[config.mk]
export PLATFORM = sky130hd
export DESIGN_NAME = axi_rd_arbiter_flat
export DESIGN_NICKNAME = d
export VERILOG_FILES = /design/src/rtl/axi_rd_arbiter_if.sv /design/src/rtl/axi_rd_arbiter.sv /design/src/flat_wrapper.sv
export SDC_FILE = /design/constraint.sdc
export NUM_CORES = 1
export LEC_CHECK = 0
export ABC_AREA = 0
export BUFFER_PORTS_ARGS = -buffer_cell sky130_fd_sc_hd__buf_2
export CORE_MARGIN = 8
export CORE_UTILIZATION = 29
export DETAILED_ROUTE_END_ITERATION = 16
export SETUP_SLACK_MARGIN = 0.3
export SYNTH_ARGS = -nofsm -noshare
export SYNTH_HDL_FRONTEND = slang
export SYNTH_SLANG_ARGS = --single-unit
export TNS_END_PERCENT = 20
[constraint.sdc]
create_clock -name clk -period 2.62 [get_ports clk]
set_input_delay 0.786 -clock clk [delete_from_list [all_inputs] [get_ports clk]]
set_output_delay 0.786 -clock clk [all_outputs]
set_load 0.02 [all_outputs]
[src/rtl/axi_rd_arbiter_if.sv]
// axi_rd_arbiter_if: client-side and bus-side AXI read signals for the arbiter.
// Ports: c_ar*/c_r* per-client channels, m_ar*/m_r* bus port, busy, rid_err.
interface axi_rd_arbiter_if #(
   parameter int CLIENT_NUM = 2,
   parameter int ADDR_WIDTH = 32,
   parameter int DATA_WIDTH = 64,
   parameter int ID_WIDTH   = 4
);
   localparam int CIDX_WIDTH =
      (CLIENT_NUM > 1) ? $clog2(CLIENT_NUM) : 1;
   localparam int M_ID_WIDTH = ID_WIDTH + CIDX_WIDTH;

   logic [CLIENT_NUM-1:0]            c_arvalid;
   logic [CLIENT_NUM-1:0]            c_arready;
   logic [CLIENT_NUM*ADDR_WIDTH-1:0] c_araddr;
   logic [CLIENT_NUM*ID_WIDTH-1:0]   c_arid;
   logic [CLIENT_NUM*8-1:0]          c_arlen;
   logic [CLIENT_NUM*3-1:0]          c_arsize;
   logic [CLIENT_NUM*2-1:0]          c_arburst;
   logic [CLIENT_NUM-1:0]            c_rvalid;
   logic [CLIENT_NUM-1:0]            c_rready;
   logic [DATA_WIDTH-1:0]            c_rdata;
   logic [ID_WIDTH-1:0]              c_rid;
   logic [1:0]                       c_rresp;
   logic                             c_rlast;

   logic                             m_arvalid;
   logic                             m_arready;
   logic [ADDR_WIDTH-1:0]            m_araddr;
   logic [M_ID_WIDTH-1:0]            m_arid;
   logic [7:0]                       m_arlen;
   logic [2:0]                       m_arsize;
   logic [1:0]                       m_arburst;
   logic                             m_rvalid;
   logic                             m_rready;
   logic [DATA_WIDTH-1:0]            m_rdata;
   logic [M_ID_WIDTH-1:0]            m_rid;
   logic [1:0]                       m_rresp;
   logic                             m_rlast;

   logic [CLIENT_NUM-1:0]            busy;
   logic                             rid_err;

   // slave: the arbiter itself
   modport slave (
      input  c_arvalid, c_araddr, c_arid, c_arlen, c_arsize, c_arburst,
      output c_arready,
      output c_rvalid, c_rdata, c_rid, c_rresp, c_rlast,
      input  c_rready,
      output m_arvalid, m_araddr, m_arid, m_arlen, m_arsize, m_arburst,
      input  m_arready,
      input  m_rvalid, m_rdata, m_rid, m_rresp, m_rlast,
      output m_rready,
      output busy, rid_err
   );

   // master: clients plus bus, as seen from the surroundings
   modport master (
      output c_arvalid, c_araddr, c_arid, c_arlen, c_arsize, c_arburst,
      input  c_arready,
      input  c_rvalid, c_rdata, c_rid, c_rresp, c_rlast,
      output c_rready,
      input  m_arvalid, m_araddr, m_arid, m_arlen, m_arsize, m_arburst,
      output m_arready,
      output m_rvalid, m_rdata, m_rid, m_rresp, m_rlast,
      input  m_rready,
      input  busy, rid_err
   );
endinterface

[src/rtl/axi_rd_arbiter.sv]
// axi_rd_arbiter: N-client AXI read arbiter, round-robin AR, R routed by ID tag.
// Ports: clk, rst (async high), bus (axi_rd_arbiter_if.slave).
// Option: AXI_RD_PRIO_EN gives client 0 strict priority over round-robin.
module axi_rd_arbiter #(
   parameter int CLIENT_NUM      = 2,
   parameter int ADDR_WIDTH      = 32,
   parameter int DATA_WIDTH      = 64,
   parameter int ID_WIDTH        = 4,
   parameter int MAX_OUTSTANDING = 4
) (
   input  logic              clk,
   input  logic              rst,
   axi_rd_arbiter_if.slave   bus
);
   localparam int CIDX_WIDTH =
      (CLIENT_NUM > 1) ? $clog2(CLIENT_NUM) : 1;
   localparam int M_ID_WIDTH = ID_WIDTH + CIDX_WIDTH;
   localparam logic [3:0] MAX_CNT = 4'(MAX_OUTSTANDING);

   logic                  slot_valid_q, slot_valid_d;
   logic [ADDR_WIDTH-1:0] addr_q, addr_d;
   logic [M_ID_WIDTH-1:0] id_q, id_d;
   logic [7:0]            len_q, len_d;
   logic [2:0]            size_q, size_d;
   logic [1:0]            burst_q, burst_d;
   logic [CIDX_WIDTH-1:0] rr_ptr_q, rr_ptr_d;
   logic [3:0]            cnt_q [CLIENT_NUM];
   logic [3:0]            cnt_d [CLIENT_NUM];
   logic                  rid_err_q;

   logic [CLIENT_NUM-1:0] elig;
   logic [CIDX_WIDTH-1:0] gnt_idx;
   logic                  gnt_found;
   logic                  slot_free;
   logic                  gnt;
   int                    idx;
   logic [CIDX_WIDTH-1:0] sel;
   logic                  sel_ok;
   logic                  r_done;
   logic [CLIENT_NUM-1:0] rvalid;
   logic                  rready;
   logic [CLIENT_NUM-1:0] busy;

   assign slot_free = !slot_valid_q || bus.m_arready;
   assign gnt       = slot_free && gnt_found;

   always_comb begin
      for (int i = 0; i < CLIENT_NUM; i++)
         elig[i] = bus.c_arvalid[i] && (cnt_q[i] < MAX_CNT);
   end

   // Scan from rr_ptr upward with wrap; first eligible wins.
   always_comb begin
      gnt_found = 1'b0;
      gnt_idx   = '0;
      idx       = 0;
`ifdef AXI_RD_PRIO_EN
      if (elig[0])
         gnt_found = 1'b1;
`endif
      for (int k = 0; k < CLIENT_NUM; k++) begin
         idx = int'(rr_ptr_q) + k;
         if (idx >= CLIENT_NUM)
            idx = idx - CLIENT_NUM;
`ifdef AXI_RD_PRIO_EN
         if (!gnt_found && idx != 0 && elig[idx]) begin
`else
         if (!gnt_found && elig[idx]) begin
`endif
            gnt_found = 1'b1;
            gnt_idx   = CIDX_WIDTH'(idx);
         end
      end
   end

   always_comb begin
      rr_ptr_d = rr_ptr_q;
      if (gnt) begin
         if (int'(gnt_idx) == CLIENT_NUM - 1)
            rr_ptr_d = '0;
         else
            rr_ptr_d = gnt_idx + CIDX_WIDTH'(1);
      end
`ifdef AXI_RD_PRIO_EN
      // Priority wins leave the rotation among the others untouched.
      if (gnt && gnt_idx == '0)
         rr_ptr_d = rr_ptr_q;
`endif
   end

   assign bus.c_arready =
      gnt ? (CLIENT_NUM'(1) << gnt_idx) : '0;

   always_comb begin
      slot_valid_d = slot_valid_q;
      addr_d       = addr_q;
      id_d         = id_q;
      len_d        = len_q;
      size_d       = size_q;
      burst_d      = burst_q;
      if (slot_free) begin
         slot_valid_d = gnt;
         if (gnt) begin
            addr_d  = bus.c_araddr[int'(gnt_idx)*ADDR_WIDTH +: ADDR_WIDTH];
            id_d    = {gnt_idx,
                       bus.c_arid[int'(gnt_idx)*ID_WIDTH +: ID_WIDTH]};
            len_d   = bus.c_arlen[int'(gnt_idx)*8 +: 8];
            size_d  = bus.c_arsize[int'(gnt_idx)*3 +: 3];
            burst_d = bus.c_arburst[int'(gnt_idx)*2 +: 2];
         end
      end
   end

   assign bus.m_arvalid = slot_valid_q;
   assign bus.m_araddr  = addr_q;
   assign bus.m_arid    = id_q;
   assign bus.m_arlen   = len_q;
   assign bus.m_arsize  = size_q;
   assign bus.m_arburst = burst_q;

   // R path: route each beat by its tag; unknown tags are swallowed.
   assign sel    = bus.m_rid[M_ID_WIDTH-1:ID_WIDTH];
   assign sel_ok = int'(sel) < CLIENT_NUM;

   always_comb begin
      rvalid = '0;
      rready = 1'b1;
      if (sel_ok) begin
         rvalid[sel] = bus.m_rvalid;
         rready      = bus.c_rready[sel];
      end
   end

   assign bus.c_rvalid = rvalid;
   assign bus.m_rready = rready;
   assign bus.c_rdata  = DATA_WIDTH'(bus.m_rdata);
   assign bus.c_rid    = bus.m_rid[ID_WIDTH-1:0];
   assign bus.c_rresp  = bus.m_rresp;
   assign bus.c_rlast  = bus.m_rlast;

   assign r_done = bus.m_rvalid && rready && bus.m_rlast && sel_ok;

   // An rlast against an empty counter is ignored rather than wrapping.
   always_comb begin
      for (int i = 0; i < CLIENT_NUM; i++) begin
         cnt_d[i] = cnt_q[i];
         busy[i]  = cnt_q[i] != 4'd0;
         if ((gnt && int'(gnt_idx) == i) &&
             !(r_done && int'(sel) == i && cnt_q[i] != 4'd0))
            cnt_d[i] = cnt_q[i] + 4'd1;
         else if (!(gnt && int'(gnt_idx) == i) &&
                  (r_done && int'(sel) == i && cnt_q[i] != 4'd0))
            cnt_d[i] = cnt_q[i] - 4'd1;
      end
   end

   assign bus.busy    = busy;
   assign bus.rid_err = rid_err_q;

   always_ff @(posedge clk or posedge rst) begin
      if (rst) begin
         slot_valid_q <= 1'b0;
         addr_q       <= '0;
         id_q         <= '0;
         len_q        <= '0;
         size_q       <= '0;
         burst_q      <= '0;
         rr_ptr_q     <= '0;
         rid_err_q    <= 1'b0;
         for (int i = 0; i < CLIENT_NUM; i++)
            cnt_q[i] <= '0;
      end else begin
         slot_valid_q <= slot_valid_d;
         addr_q       <= addr_d;
         id_q         <= id_d;
         len_q        <= len_d;
         size_q       <= size_d;
         burst_q      <= burst_d;
         rr_ptr_q     <= rr_ptr_d;
         if (bus.m_rvalid && !sel_ok)
            rid_err_q <= 1'b1;
         for (int i = 0; i < CLIENT_NUM; i++)
            cnt_q[i] <= cnt_d[i];
      end
   end
endmodule

[src/flat_wrapper.sv]
// flat-port wrapper written by rule: the top's interface ports become plain ports
module axi_rd_arbiter_flat 
#(
   parameter int CLIENT_NUM      = 2,
   parameter int ADDR_WIDTH      = 32,
   parameter int DATA_WIDTH      = 64,
   parameter int ID_WIDTH        = 4,
   parameter int MAX_OUTSTANDING = 4
)
  (clk, rst, bus_c_arvalid, bus_c_araddr, bus_c_arid, bus_c_arlen, bus_c_arsize, bus_c_arburst, bus_c_arready, bus_c_rvalid, bus_c_rdata, bus_c_rid, bus_c_rresp, bus_c_rlast, bus_c_rready, bus_m_arvalid, bus_m_araddr, bus_m_arid, bus_m_arlen, bus_m_arsize, bus_m_arburst, bus_m_arready, bus_m_rvalid, bus_m_rdata, bus_m_rid, bus_m_rresp, bus_m_rlast, bus_m_rready, bus_busy, bus_rid_err);
  axi_rd_arbiter_if #(.CLIENT_NUM(CLIENT_NUM), .ADDR_WIDTH(ADDR_WIDTH), .DATA_WIDTH(DATA_WIDTH), .ID_WIDTH(ID_WIDTH)) bus_i ();
  input  logic clk;
  input  logic rst;
  input wire logic [$bits(bus_i.c_arvalid)-1:0] bus_c_arvalid;
  input wire logic [$bits(bus_i.c_araddr)-1:0] bus_c_araddr;
  input wire logic [$bits(bus_i.c_arid)-1:0] bus_c_arid;
  input wire logic [$bits(bus_i.c_arlen)-1:0] bus_c_arlen;
  input wire logic [$bits(bus_i.c_arsize)-1:0] bus_c_arsize;
  input wire logic [$bits(bus_i.c_arburst)-1:0] bus_c_arburst;
  output wire logic [$bits(bus_i.c_arready)-1:0] bus_c_arready;
  output wire logic [$bits(bus_i.c_rvalid)-1:0] bus_c_rvalid;
  output wire logic [$bits(bus_i.c_rdata)-1:0] bus_c_rdata;
  output wire logic [$bits(bus_i.c_rid)-1:0] bus_c_rid;
  output wire logic [$bits(bus_i.c_rresp)-1:0] bus_c_rresp;
  output wire logic [$bits(bus_i.c_rlast)-1:0] bus_c_rlast;
  input wire logic [$bits(bus_i.c_rready)-1:0] bus_c_rready;
  output wire logic [$bits(bus_i.m_arvalid)-1:0] bus_m_arvalid;
  output wire logic [$bits(bus_i.m_araddr)-1:0] bus_m_araddr;
  output wire logic [$bits(bus_i.m_arid)-1:0] bus_m_arid;
  output wire logic [$bits(bus_i.m_arlen)-1:0] bus_m_arlen;
  output wire logic [$bits(bus_i.m_arsize)-1:0] bus_m_arsize;
  output wire logic [$bits(bus_i.m_arburst)-1:0] bus_m_arburst;
  input wire logic [$bits(bus_i.m_arready)-1:0] bus_m_arready;
  input wire logic [$bits(bus_i.m_rvalid)-1:0] bus_m_rvalid;
  input wire logic [$bits(bus_i.m_rdata)-1:0] bus_m_rdata;
  input wire logic [$bits(bus_i.m_rid)-1:0] bus_m_rid;
  input wire logic [$bits(bus_i.m_rresp)-1:0] bus_m_rresp;
  input wire logic [$bits(bus_i.m_rlast)-1:0] bus_m_rlast;
  output wire logic [$bits(bus_i.m_rready)-1:0] bus_m_rready;
  output wire logic [$bits(bus_i.busy)-1:0] bus_busy;
  output wire logic [$bits(bus_i.rid_err)-1:0] bus_rid_err;
  assign bus_i.c_arvalid = bus_c_arvalid;
  assign bus_i.c_araddr = bus_c_araddr;
  assign bus_i.c_arid = bus_c_arid;
  assign bus_i.c_arlen = bus_c_arlen;
  assign bus_i.c_arsize = bus_c_arsize;
  assign bus_i.c_arburst = bus_c_arburst;
  assign bus_c_arready = bus_i.c_arready;
  assign bus_c_rvalid = bus_i.c_rvalid;
  assign bus_c_rdata = bus_i.c_rdata;
  assign bus_c_rid = bus_i.c_rid;
  assign bus_c_rresp = bus_i.c_rresp;
  assign bus_c_rlast = bus_i.c_rlast;
  assign bus_i.c_rready = bus_c_rready;
  assign bus_m_arvalid = bus_i.m_arvalid;
  assign bus_m_araddr = bus_i.m_araddr;
  assign bus_m_arid = bus_i.m_arid;
  assign bus_m_arlen = bus_i.m_arlen;
  assign bus_m_arsize = bus_i.m_arsize;
  assign bus_m_arburst = bus_i.m_arburst;
  assign bus_i.m_arready = bus_m_arready;
  assign bus_i.m_rvalid = bus_m_rvalid;
  assign bus_i.m_rdata = bus_m_rdata;
  assign bus_i.m_rid = bus_m_rid;
  assign bus_i.m_rresp = bus_m_rresp;
  assign bus_i.m_rlast = bus_m_rlast;
  assign bus_m_rready = bus_i.m_rready;
  assign bus_busy = bus_i.busy;
  assign bus_rid_err = bus_i.rid_err;
  axi_rd_arbiter #(.CLIENT_NUM(CLIENT_NUM), .ADDR_WIDTH(ADDR_WIDTH), .DATA_WIDTH(DATA_WIDTH), .ID_WIDTH(ID_WIDTH), .MAX_OUTSTANDING(MAX_OUTSTANDING)) u_core (.clk(clk), .rst(rst), .bus(bus_i));
endmodule
# ---- Yosys cells after proc, flatten, opt, wreduce, memory -nomap -nowiden
# Cells that the tools add are included.
# Widths: inputs -> output; s select.
dict set report totals {
  ff_bits 60
  input_bits 178
  output_inout_bits 130
  word_cells 86
}
dict set report classes {
  add_sub_neg 8
  n_mul 1
  magnitude_cmp 8
  shift 6
  muxes 22
  bitwise_logic 3
  reduce_logical 29
}
# cell n
set op_table {}
lappend op_table {{$lt 32x3->1 const B} 2}
lappend op_table {{$mux 32} 2}
lappend op_table {{$shiftx 64x7->32} 1}
lappend op_table {{$ge 32x3->1 const B} 1}
lappend op_table {{$shiftx 6x32->3} 1}
lappend op_table {{$sub 32x3->32 const B} 1}
lappend op_table {{$logic_and 1x1->1} 17}
lappend op_table {{$mux 4} 4}
lappend op_table {{$shiftx 16x5->8} 1}
lappend op_table {{$mux 1} 14}
lappend op_table {{$add 4x1->4 const B} 2}
lappend op_table {{$lt 4x3->1 const B} 2}
lappend op_table {{$reduce_bool 4->1} 2}
lappend op_table {{$shiftx 8x4->4} 1}
lappend op_table {{$sub 4x1->4 const B} 2}
lappend op_table {{$logic_not 1->1} 6}
lappend op_table {{$reduce_bool 2->1} 2}
lappend op_table {{$shiftx 4x3->2} 1}
lappend op_table {{$mul 1x2->3 const B} 1}
lappend op_table {{$sub 1x2->3 const B} 1}
lappend op_table {{$add 1x1->2 const B} 1}
lappend op_table {{$and 2x2->2} 1}
lappend op_table {{$ge 1x2->1 const B} 1}
lappend op_table {{$lt 1x2->1 const B} 1}
lappend op_table {{other kinds (8)} 9}

# ---- Logic depth before layout (Yosys ltp)
# Gate-level depths: netlist of the first run.
dict set report logic_depth {
  ltp_word 15
  mapped_depth 11
  ltp_nobuf 9
}

# ---- Least setup slack after synthesis of the first run
# OpenSTA, ideal clock, no wires.
dict set report synth_path {
  path_type {input port to flip-flop}
  start {in bus_c_arvalid[0]}
  end {reg u_core.cnt_q[3] (netlist bit)}
  setup_time_ns 0.137
  arrival_ns 3.049
  t_required_ns 2.483
  slack_ns -0.566
  stages 10
  path_buffers 1
  path_cell_list {or4b_1 nand3_2 buf_6 inv_1 ha_1 inv_1 ha_1 or4_1 nand3_1 o221ai_1}
}
dict set report synth_via {
  elab_chain_cells 13
}
# element line_no
set synth_lines {}
lappend synth_lines {{start, declared} flat_wrapper.sv:14} ;# input wire logic [$bits(bus_i.c_arvalid)-1:0] bus_c_arvalid;
lappend synth_lines {{$logic_and 1x1->1 *} axi_rd_arbiter.sv:49} ;# elig[i] = bus.c_arvalid[i] && (cnt_q[i] < MAX_CNT);
lappend synth_lines {{$mux 1 (implied by the code) (3 in series)} axi_rd_arbiter.sv:68} ;# if (!gnt_found && elig[idx]) begin
lappend synth_lines {{$mux 1} axi_rd_arbiter.sv:68}
lappend synth_lines {{$logic_not 1->1} axi_rd_arbiter.sv:68}
lappend synth_lines {{$logic_and 1x1->1} axi_rd_arbiter.sv:68}
lappend synth_lines {{$mux 1} axi_rd_arbiter.sv:68}
lappend synth_lines {{$logic_and 1x1->1} axi_rd_arbiter.sv:45} ;# assign gnt = slot_free && gnt_found;
lappend synth_lines {{$logic_and 1x1->1 *} {axi_rd_arbiter.sv:148, axi_rd_arbiter.sv:151}}
lappend synth_lines {{$logic_not 1->1} axi_rd_arbiter.sv:151} ;# else if (!(gnt && int'(gnt_idx) == i) &&
lappend synth_lines {{$logic_and 1x1->1} axi_rd_arbiter.sv:151}
lappend synth_lines {{$reduce_bool 2->1 (no source line)} -}
lappend synth_lines {{end signal, assigned by index} axi_rd_arbiter.sv:183} ;# cnt_q[i] <= cnt_d[i];
lappend synth_lines {{end, declared} axi_rd_arbiter.sv:27} ;# logic [3:0] cnt_q [CLIENT_NUM];
# Mark *: on every way between the ends. The rest lies on a longest branch, timed or not. The select of a mux whose other input is x is not followed.
# A chain may end at the register's enable or synchronous reset.

# ---- Worst setup path after layout of the first run
dict set report layout_path {
  start {in bus_c_arvalid[0]}
  end {out bus_c_arready[1]}
}
dict set report layout_via {
  elab_chain_cells 10
}
# element line_no
set layout_lines {}
lappend layout_lines {{$logic_and 1x1->1 *} axi_rd_arbiter.sv:49}
lappend layout_lines {{$mux 1 (implied by the code) (3 in series)} axi_rd_arbiter.sv:68}
lappend layout_lines {{$mux 1} axi_rd_arbiter.sv:68}
lappend layout_lines {{$logic_not 1->1} axi_rd_arbiter.sv:68}
lappend layout_lines {{$logic_and 1x1->1} axi_rd_arbiter.sv:68}
lappend layout_lines {{$mux 1} axi_rd_arbiter.sv:68}
lappend layout_lines {{$shl 1x1->2 / $logic_and 1x1->1 (equally long branches)} {axi_rd_arbiter.sv:92, axi_rd_arbiter.sv:45}}
lappend layout_lines {{$mux 2 *} axi_rd_arbiter.sv:92} ;# gnt ? (CLIENT_NUM'(1) << gnt_idx) : '0;
lappend layout_lines {{end, declared} flat_wrapper.sv:20} ;# output wire logic [$bits(bus_i.c_arready)-1:0] bus_c_arready;
# Marks and branches as above.

==> results of run 1 <==
==> sequential cells by signal, summed over array words and instances (netlist names) <==
register / flops
u_core.bus.m_araddr: 32
u_core.bus.m_arburst: 2
u_core.bus.m_arid: 5
u_core.bus.m_arlen: 8
u_core.bus.m_arsize: 3
u_core.bus.m_arvalid: 1
u_core.cnt_q: 8
u_core.rr_ptr_q: 1
==> worst max-delay path by stage <==
| stage | startpoint | endpoint | slack (ps) | cells after the start |
|---|---|---|---|---|
| finish | bus_c_arvalid[0] | bus_c_arready[1] | 180 | 5 |
| global route | bus_c_arvalid[0] | bus_c_arready[1] | 150 | 5 |
| CTS | bus_c_arvalid[0] | bus_c_arready[1] | 170 | 5 |
| detailed placement | bus_c_arvalid[0] | u_core.cnt_q[3] | -130 | 10 |
| global placement | bus_c_arvalid[0] | u_core.cnt_q[3] | -60 | 10 |
| floorplan | bus_c_arvalid[0] | u_core.cnt_q[3] | -270 | 9 |
==> routing by layer <==
metal  wire [um]  up-vias
li1            -     1595
met1        4580     1619
met2        5880      115
met3         827       33
met4         233        0
met5           0        -
==> what timing repair did <==
action | CTS | global route
gates resized for setup | 5 | 5
setup buffers | 2 | 3
endpoints found under the hold margin | 0 | 0
pin swaps | 1 | 1
setup endpoints to repair | 7 | 10
==> cell usage after synthesis (2+ instances only) <==
library cell    n  area [um2]
a211o_1         2        17.5
a21o_1          2        15.0
a21oi_1         2        10.0
buf_2           5        25.0
buf_4          73         548
buf_6           5        56.3
clkbuf_1       19        71.3
dfrtp_1        60        1500
fa_1            2        40.0
ha_1            6        75.1
inv_1         106         398
mux2_2          2        22.5
mux2i_1         2        20.0
nand2_1         6        22.5
nand3_1         3        15.0
nand3b_1        4        30.0
nand4_1        49         307
nor2_1          2        7.51
nor3b_2         2        25.0
o21ai_0         3        15.0
o21ai_1         2        10.0
o221ai_1       43         377
o221ai_2        8         120
or3_1           6        37.5
or4_1           4        30.0
xnor2_1         4        35.0
==> kinds of logic (layout without fill, tap and decap cells) <==
logic type,Yosys count,in the layout
mux,4,4
simple gates,83,83
other cells,1,1
fa+ha+maj,8,8
compound gates,63,63
xor+xnor,4,4
flops,60,60
buf+inv,208,309
==> layout by cell type, fill, tap and decap left out, types with 3 or more instances in the layout <==
cell       instances
nand3b_1           4
inv_1            101
or4_1              3
or3_1              6
inv_4              3
nand4_1           49
o221ai_1          43
dfrtp_1           57
xnor2_1            3
o21ai_1            3
nand2_1            6
dfrtp_2            3
buf_4             20
o221ai_2           8
ha_4               4
buf_2            164
clkbuf_16          9
==> cell type report <==
class | instances | area [um2]
Tap cell | 176 | 220
Clock inverter | 2 | 10.0
Sequential cell | 60 | 1510
Fill cell | 1355 | 8340
Clock buffer | 13 | 260
Timing Repair Buffer | 188 | 1030
Multi-Input combinational cell | 163 | 1410
Inverter | 106 | 409
==> report_power, final <==
part	switching (mW)	internal, mW
Sequential	0.299	1.40
Combinational	1.80	1.28
Clock	0.385	0.682
==> results.cfg, run 1 <==
[power_and_ir_drop]
vdd_ir_drop_max_mv = 0.825
leakage_nw = 2.50
p_per_area_mw_per_mm2 = 1200
total_power_mw = 5.84

[grt]
grt_pass1_wl_mm = 19.0
grt_most_used_layer = met2
overflow = 0
grt_use_met2 = 0.228
met1_usage = 0.143
grtUsageMet3 = 0.0381
antenna_found_initial = 0
grt_pass1_vias = 3622
grtUsageTotal = 0.131
grt_max_degree = 52

[sta]
clock_skew_ps = 11.0
worst_slew_pin_slew_ps = 625
whs_ps = 475
min_period_ps = 2440
hold_viol = 0
min_period_over_period = 0.932
fin_ws_ps = 178
setup_viol = 0
tns_ps = 0
achievable-frequency_mhz = 409
slew_violations = 0
maxSlewHeadroom = 0.583
grt_setup_unrepaired = yes

[detailed_routing]
routed_wirelength_mm = 11.5
firstDrtPassIters = 4
drc = 0
vias_per_cell = 4.75
final_antenna_net_count = 0
vias = 3362
wire_per_inst_um = 16.3
first_iter_violations = 102

[place]
dp.cells = 688
port_buffers = 166
place.detailed.hpwl_mm = 8.44
place_congestion = 0.787
post-place-ws_ps = -135
placed_area_mm2 = 0.00451

[finish]
layout-drive-gt1-share = 0.442
n_antenna_cell = 0
synthToLayoutAreaGrowth_pct = 24.2
fin_area_mm2 = 0.00485
nets = 714
utilization = 0.367
layout.cells.non_filler = 708

[synth]
synth.distinct_cells = 35
synthAdderAreaFrac = 0.0295
synth_top_family_by_area = buffers and inverters
post_synth.cell_area_avg_um2 = 9.05
syn_inst = 431
ys.flop_type = dfrtp_1
synth_area_mm2 = 0.00390
synth_nets = 617
muxShareOfSynthArea = 0.0109
synth_edf_count = 0
ys_seq_area_frac = 0.385
ys_async_sr_fraction = 1.00
synth_compound_area_frac = 0.147
yosysWarningCount = 0
synthSimpleGateAreaFrac = 0.137
synthXorXnorAreaFrac = 0.00898
ys_seq_elements = 60

[setup_path]
cpMaxStageDelayCell = or4b_4
cp-start-kind = input pin
cp_cell_sequence = buf_6, or4b_4, nand3_4, clkinvlp_4, buf_6
worst_path_largest_cell_delay_ps = 460
crit_path_end_kind = output pin
cp_common_cell = buf_6
cp_top_family = simple AND/OR/NAND/NOR gates
path_class = input pin to output pin
r2r_cells = 9
r2r_slack_ps = 240
critical_path_peak_fanout = 2
crit-reg2reg-launch = u_core.cnt_q[6]
r2r-end = u_core.cnt_q[3]
crit_required_ps = 1830
cp.arrival_ps = 1660
path_buf_inv = 3

[clock_tree]
cts_sinks = 60
cts_tree = yes
cts_root_buffer = clkbuf_16
clockBufferDepth = 2
clkSlewWorstSetupHoldPaths_ps = 50
numCtsBuffers = 9
htreeDepth = 3
insertion_delay_ps = 320
cts_hold_buf = 0

[worst_hold_path]
holdCritPathClass = input pin to async pin

[die]
die-area_mm2 = 0.0174
core_mm2 = 0.0132
initial_core_util = 0.296
fp.dieH_um = 132
die_w_um = 132
pin_count = 308
rows = 42

[outcome]
status = completed

[run]
cap_violations = 0
Note: power is estimated with default switching activity, not from simulation.
==> inputs of run 2 (changes only) <==
- CORE_ASPECT_RATIO: default -> 1.2
- CORE_UTILIZATION: 29 -> 36
- PLACE_DENSITY: default -> 0.77
==> run 2 against run 1 <==
  * Critical path depth rose by 6
  * Combinational power is 1% lower
  * Critical endpoint is now u_core.cnt_q[3]
  * Sequential share of layout area increased by 0.27 points
  * Die area decreased by 17%
  * Routed wire length fell by 1.2%
  * Critical path type is now input pin to flip-flop
  * Flip-flop and latch count unchanged
  * Core utilization up 8.6 points
  * Largest cell class unchanged
==> results.cfg, run 2 (synthesis gave the netlist of run 1 again) <==
[outcome]
status = completed

[setup_path]
endpoint = u_core.cnt_q[3]
crit-reg2reg-launch = u_core.cnt_q[7]
r2r_slack_ps = 180
r2r-end = u_core.cnt_q[3]
startpoint = bus_c_arvalid[0]
r2r_cells = 10
cp.arrival_ps = 2670
worst_path_largest_cell_delay_ps = 460
crit_path_end_kind = flip-flop
path_class = input pin to flip-flop
critical_path_peak_fanout = 3
cp_cell_sequence = buf_2, or4b_4, nand3_4, clkinvlp_4, buf_6, ha_4, inv_4, ha_4, or4_4, nand3_2, o221ai_1
cpMaxStageDelayCell = or4b_4
cp-start-kind = input pin
cp_common_cell = ha_4
crit_required_ps = 2810

[power_and_ir_drop]
p_comb_frac = 0.507
clockPowerShare = 0.210
p_per_area_mw_per_mm2 = 1250
total_power_mw = 5.97
switchingPower_mw = 2.48
leakage_nw = 2.49
sw_frac_of_total = 0.415
vdd_ir_drop_max_mv = 0.903
p_seq_frac = 0.283
internal-power_mw = 3.50

[detailed_routing]
vias_per_cell = 5.19
drc = 0
vias = 3416
first_iter_violations = 166
routed_wirelength_mm = 11.4
wire_per_inst_um = 17.3
final_antenna_net_count = 0
firstDrtPassIters = 4

[clock_tree]
htreeDepth = 3
cts_sinks = 60
cts_tree = yes
cts_root_buffer = clkbuf_16
insertion_delay_ps = 320
clkSlewWorstSetupHoldPaths_ps = 50
numCtsBuffers = 9
clockBufferDepth = 2
cts_hold_buf = 0

[sta]
hold_viol = 0
tns_ps = 0
clock_skew_ps = 6.24
worst_slew_pin_slew_ps = 607
grt_setup_unrepaired = yes
achievable-frequency_mhz = 402
min_period_ps = 2490
setup_viol = 0
maxSlewHeadroom = 0.595
min_period_over_period = 0.949
slew_violations = 0

[grt]
grt_pass1_vias = 3740
grtUsageTotal = 0.153
grt_max_degree = 52
grt_pass1_wl_mm = 18.4
overflow = 0
antenna_found_initial = 0

[die]
core_mm2 = 0.0106
die-area_mm2 = 0.0144
die_w_um = 111
fp.dieH_um = 130
rows = 41
pin_count = 308
initial_core_util = 0.369

[place]
placed_area_mm2 = 0.00444
dp.cells = 639
place.detailed.hpwl_mm = 8.12
port_buffers = 166
place_congestion = 0.783

[worst_hold_path]
holdCritPathClass = input pin to async pin

[finish]
n_antenna_cell = 0
layout-drive-gt1-share = 0.433
largest_reg_flops = 32
nets = 710
final_cell_mix = buf_2 (165), inv_1 (101), dfrtp_1 (59)
final_common_cell = buf_2
fin_area_mm2 = 0.00480
layout.cells.non_filler = 658
synthToLayoutAreaGrowth_pct = 22.9

[run]
cap_violations = 0
run 2: cell types whose count changed in the layout (fill, tap and decap cells not counted), moves of 2 or more:
cell and delta:
dfrtp_1 +2, bufinv_16 +2, buf_4 -5, dfrtp_2 -2
run 2: cell type report:
class	count	area (um2)
fill	1000	5770
sequential	60	1500
multi-input combinational	163	1400
timing repair buffer	184	1000
inverter	106	409
clock buffer	12	246
tap	129	161
clock inverter	4	72.6
run 2: worst min path at each step:
stage,from,endpoint,slack [ps]
3_3_place_gp,u_core.bus.m_arid[4],u_core.bus.m_arid[4],510
3_5_place_dp,u_core.bus.m_arid[4],u_core.bus.m_arid[4],510
6_report,rst,u_core.bus.m_arsize[2],480
5_1_grt,rst,u_core.bus.m_araddr[17],510
2_1_floorplan,u_core.cnt_q[0],u_core.cnt_q[0],510
4_1_cts,rst,u_core.bus.m_arsize[2],480
run 2: repair_timing:
item	4_1_cts	5_1_grt
pin swaps	2	1
endpoints found under the setup margin	5	9
buffers inserted	3	0
resized for setup	4	2
run 2: power groups by stage:
stage / Combinational [mW] / Sequential (mW) / Clock (mW)
finish: 3.03 / 1.69 / 1.25
CTS: 3.05 / 1.69 / 1.31
detailed placement: 3.01 / 1.71 / 0
floorplan: 1.78 / 2.14 / 0
global placement: 2.90 / 1.69 / 0
global route: 3.30 / 1.75 / 1.34
run 2: critical path: cells and delay by family:
family,cells,cell delay [ps]
compound gates,1,100
fa+ha+maj,2,350
buf+inv,4,360
simple gates,4,1060
run 2: stage by stage:
step                       util  worst slack (ps)  hold slack [ps]
after detailed placement  0.420             -63.2              512
after global routing      0.454              81.8              511
after global placement    0.420             -57.1              508
after floorplan               -              -273              508
final                     0.454               134              476
after CTS                 0.453               169              481
run 2: per-layer routing:
| layer | GRT usage | wire [um] | vias to the layer above |
|---|---|---|---|
| met5 | 0 | 0 | - |
| met4 | 0.0683 | 221 | 0 |
| met3 | 0.0666 | 1080 | 38 |
| met2 | 0.271 | 5790 | 167 |
| met1 | 0.153 | 4280 | 1618 |
| li1 | - | - | 1593 |
==> inputs of run 3 (changes only) <==
- RECOVER_POWER: default -> 25
==> run 3 against run 2 <==
  * Global-route usage unchanged
  * Via count is the same
  * Highest routed layer unchanged
  * Sequential power about the same
  * Critical endpoint unchanged
  * Routed wire length hardly changed
  * Die area did not move
  * Register-to-register slack about the same
  * Hold slack better by 56 ps
  * Largest power group unchanged
==> results.cfg, run 3 (synthesis gave the netlist of run 1 again) <==
[outcome]
status = completed

[grt]
grt_most_used_layer = met2
met1_usage = 0.153
grtUsageTotal = 0.153
grtUsageMet3 = 0.0666
grt_use_met2 = 0.271
grt_max_degree = 52
antenna_found_initial = 0
grt_pass1_wl_mm = 18.4
grt_pass1_vias = 3740
overflow = 0

[die]
die-area_mm2 = 0.0144
die_w_um = 111
rows = 41
initial_core_util = 0.369
pin_count = 308
fp.dieH_um = 130
core_mm2 = 0.0106

[setup_path]
worst_path_largest_cell_delay_ps = 460
cp_top_family = simple AND/OR/NAND/NOR gates
crit_required_ps = 2810
cp.arrival_ps = 2670
critical_path_peak_fanout = 3
cp_common_cell = ha_4
cp-start-kind = input pin
cpMaxStageDelayCell = or4b_4
path_buf_inv = 4
crit_path_end_kind = flip-flop
cp_cell_sequence = buf_2, or4b_4, nand3_4, clkinvlp_4, buf_6, ha_4, inv_4, ha_4, or4_4, nand3_2, o221ai_1
path_class = input pin to flip-flop

[sta]
min_period_ps = 2490
setup_viol = 0
min_period_over_period = 0.949
maxSlewHeadroom = 0.300
grt_setup_unrepaired = yes
hold_viol = 0
tns_ps = 0
slew_violations = 0
clock_skew_ps = 6.24
achievable-frequency_mhz = 402
worst_slew_pin_slew_ps = 1050

[power_and_ir_drop]
sw_frac_of_total = 0.415
p_per_area_mw_per_mm2 = 1250
clockPowerShare = 0.210
switchingPower_mw = 2.48
leakage_nw = 2.49
vdd_ir_drop_max_mv = 0.903
p_comb_frac = 0.507
total_power_mw = 5.97
internal-power_mw = 3.49
p_seq_frac = 0.283

[finish]
synthToLayoutAreaGrowth_pct = 22.8
fill_cells = 1003
nets = 710
utilization = 0.453
layout-drive-gt1-share = 0.429
final_common_cell = buf_2
n_antenna_cell = 0
final_cell_mix = buf_2 (165), inv_1 (102), dfrtp_1 (59)
largest_reg_flops = 32

[clock_tree]
clkSlewWorstSetupHoldPaths_ps = 50
htreeDepth = 3
numCtsBuffers = 9
cts_sinks = 60
cts_tree = yes
cts_root_buffer = clkbuf_16
insertion_delay_ps = 320
clockBufferDepth = 2

[detailed_routing]
vias_per_cell = 5.19
final_antenna_net_count = 0
firstDrtPassIters = 4
drc = 0
first_iter_violations = 166
routed_wirelength_mm = 11.4
wire_per_inst_um = 17.3
vias = 3416

[place]
place_congestion = 0.783
place.detailed.hpwl_mm = 8.12
port_buffers = 166

[run]
cap_violations = 0

[worst_hold_path]
holdCritPathClass = flip-flop to flip-flop
run 3: final timing paths:
| kind | depth (start not counted) | end | slack, ps | from |
|---|---|---|---|---|
| setup / recovery | 11 | u_core.cnt_q[3] | 130 | bus_c_arvalid[0] |
| hold reg to reg | 2 | u_core.bus.m_arid[4] | 530 | u_core.bus.m_arid[4] |
| hold / removal | 2 | u_core.bus.m_arid[4] | 530 | u_core.bus.m_arid[4] |
| max in group asynchronous | 3 | u_core.cnt_q[6] | 480 | rst |
| setup reg to reg | 10 | u_core.cnt_q[3] | 180 | u_core.cnt_q[7] |
| min in group asynchronous | 2 | u_core.bus.m_arsize[2] | 630 | rst |
run 3: through the flow:
step | instance area (um2) | worst slack (ps) | std cells | hold slack, ps
after floorplan | 4040 | -273 | 431 | 508
after global placement | 4440 | -57.1 | 639 | 508
after detailed placement | 4440 | -63.2 | 639 | 512
after CTS | 4790 | 169 | 658 | 481
after global routing | 4790 | 81.8 | 658 | 573
final | 4790 | 133 | 658 | 532
run 3: per-layer routing:
metal,wire length [um],vias to the layer above
met3,1080,38
met4,221,0
li1,-,1593
met1,4280,1618
met2,5790,167
met5,0,-
run 3: layout make-up:
class,instances,area [um2],area share
sequential,60,1500,0.314
multi-input combinational,163,1400,0.293
timing repair buffer,184,995,0.208
inverter,106,409,0.0854
clock buffer,12,246,0.0514
tap,129,161,0.0337
clock inverter,4,72.6,0.0151
run 3: tightest hold or removal path: stages, from the launching register on:
cell and delay (ps):
dfrtp_1 370, inv_1 50, o21ai_1 70
run 3: timing repair:
| item | in CTS | in global routing |
|---|---|---|
| pin swaps | 2 | 1 |
| cloned | 0 | 0 |
| buffers inserted | 3 | 0 |
| endpoints found under the setup margin | 5 | 9 |
| hold buffers | 0 | 0 |
| resized for setup | 4 | 2 |
run 3: power by group through the flow:
stage | registers (mW) | clock network, mW | logic [mW]
3_3_place_gp | 1.69 | 0 | 2.90
6_report | 1.69 | 1.25 | 3.03
2_1_floorplan | 2.14 | 0 | 1.78
5_1_grt | 1.75 | 1.34 | 3.30
4_1_cts | 1.69 | 1.31 | 3.05
3_5_place_dp | 1.71 | 0 | 3.01
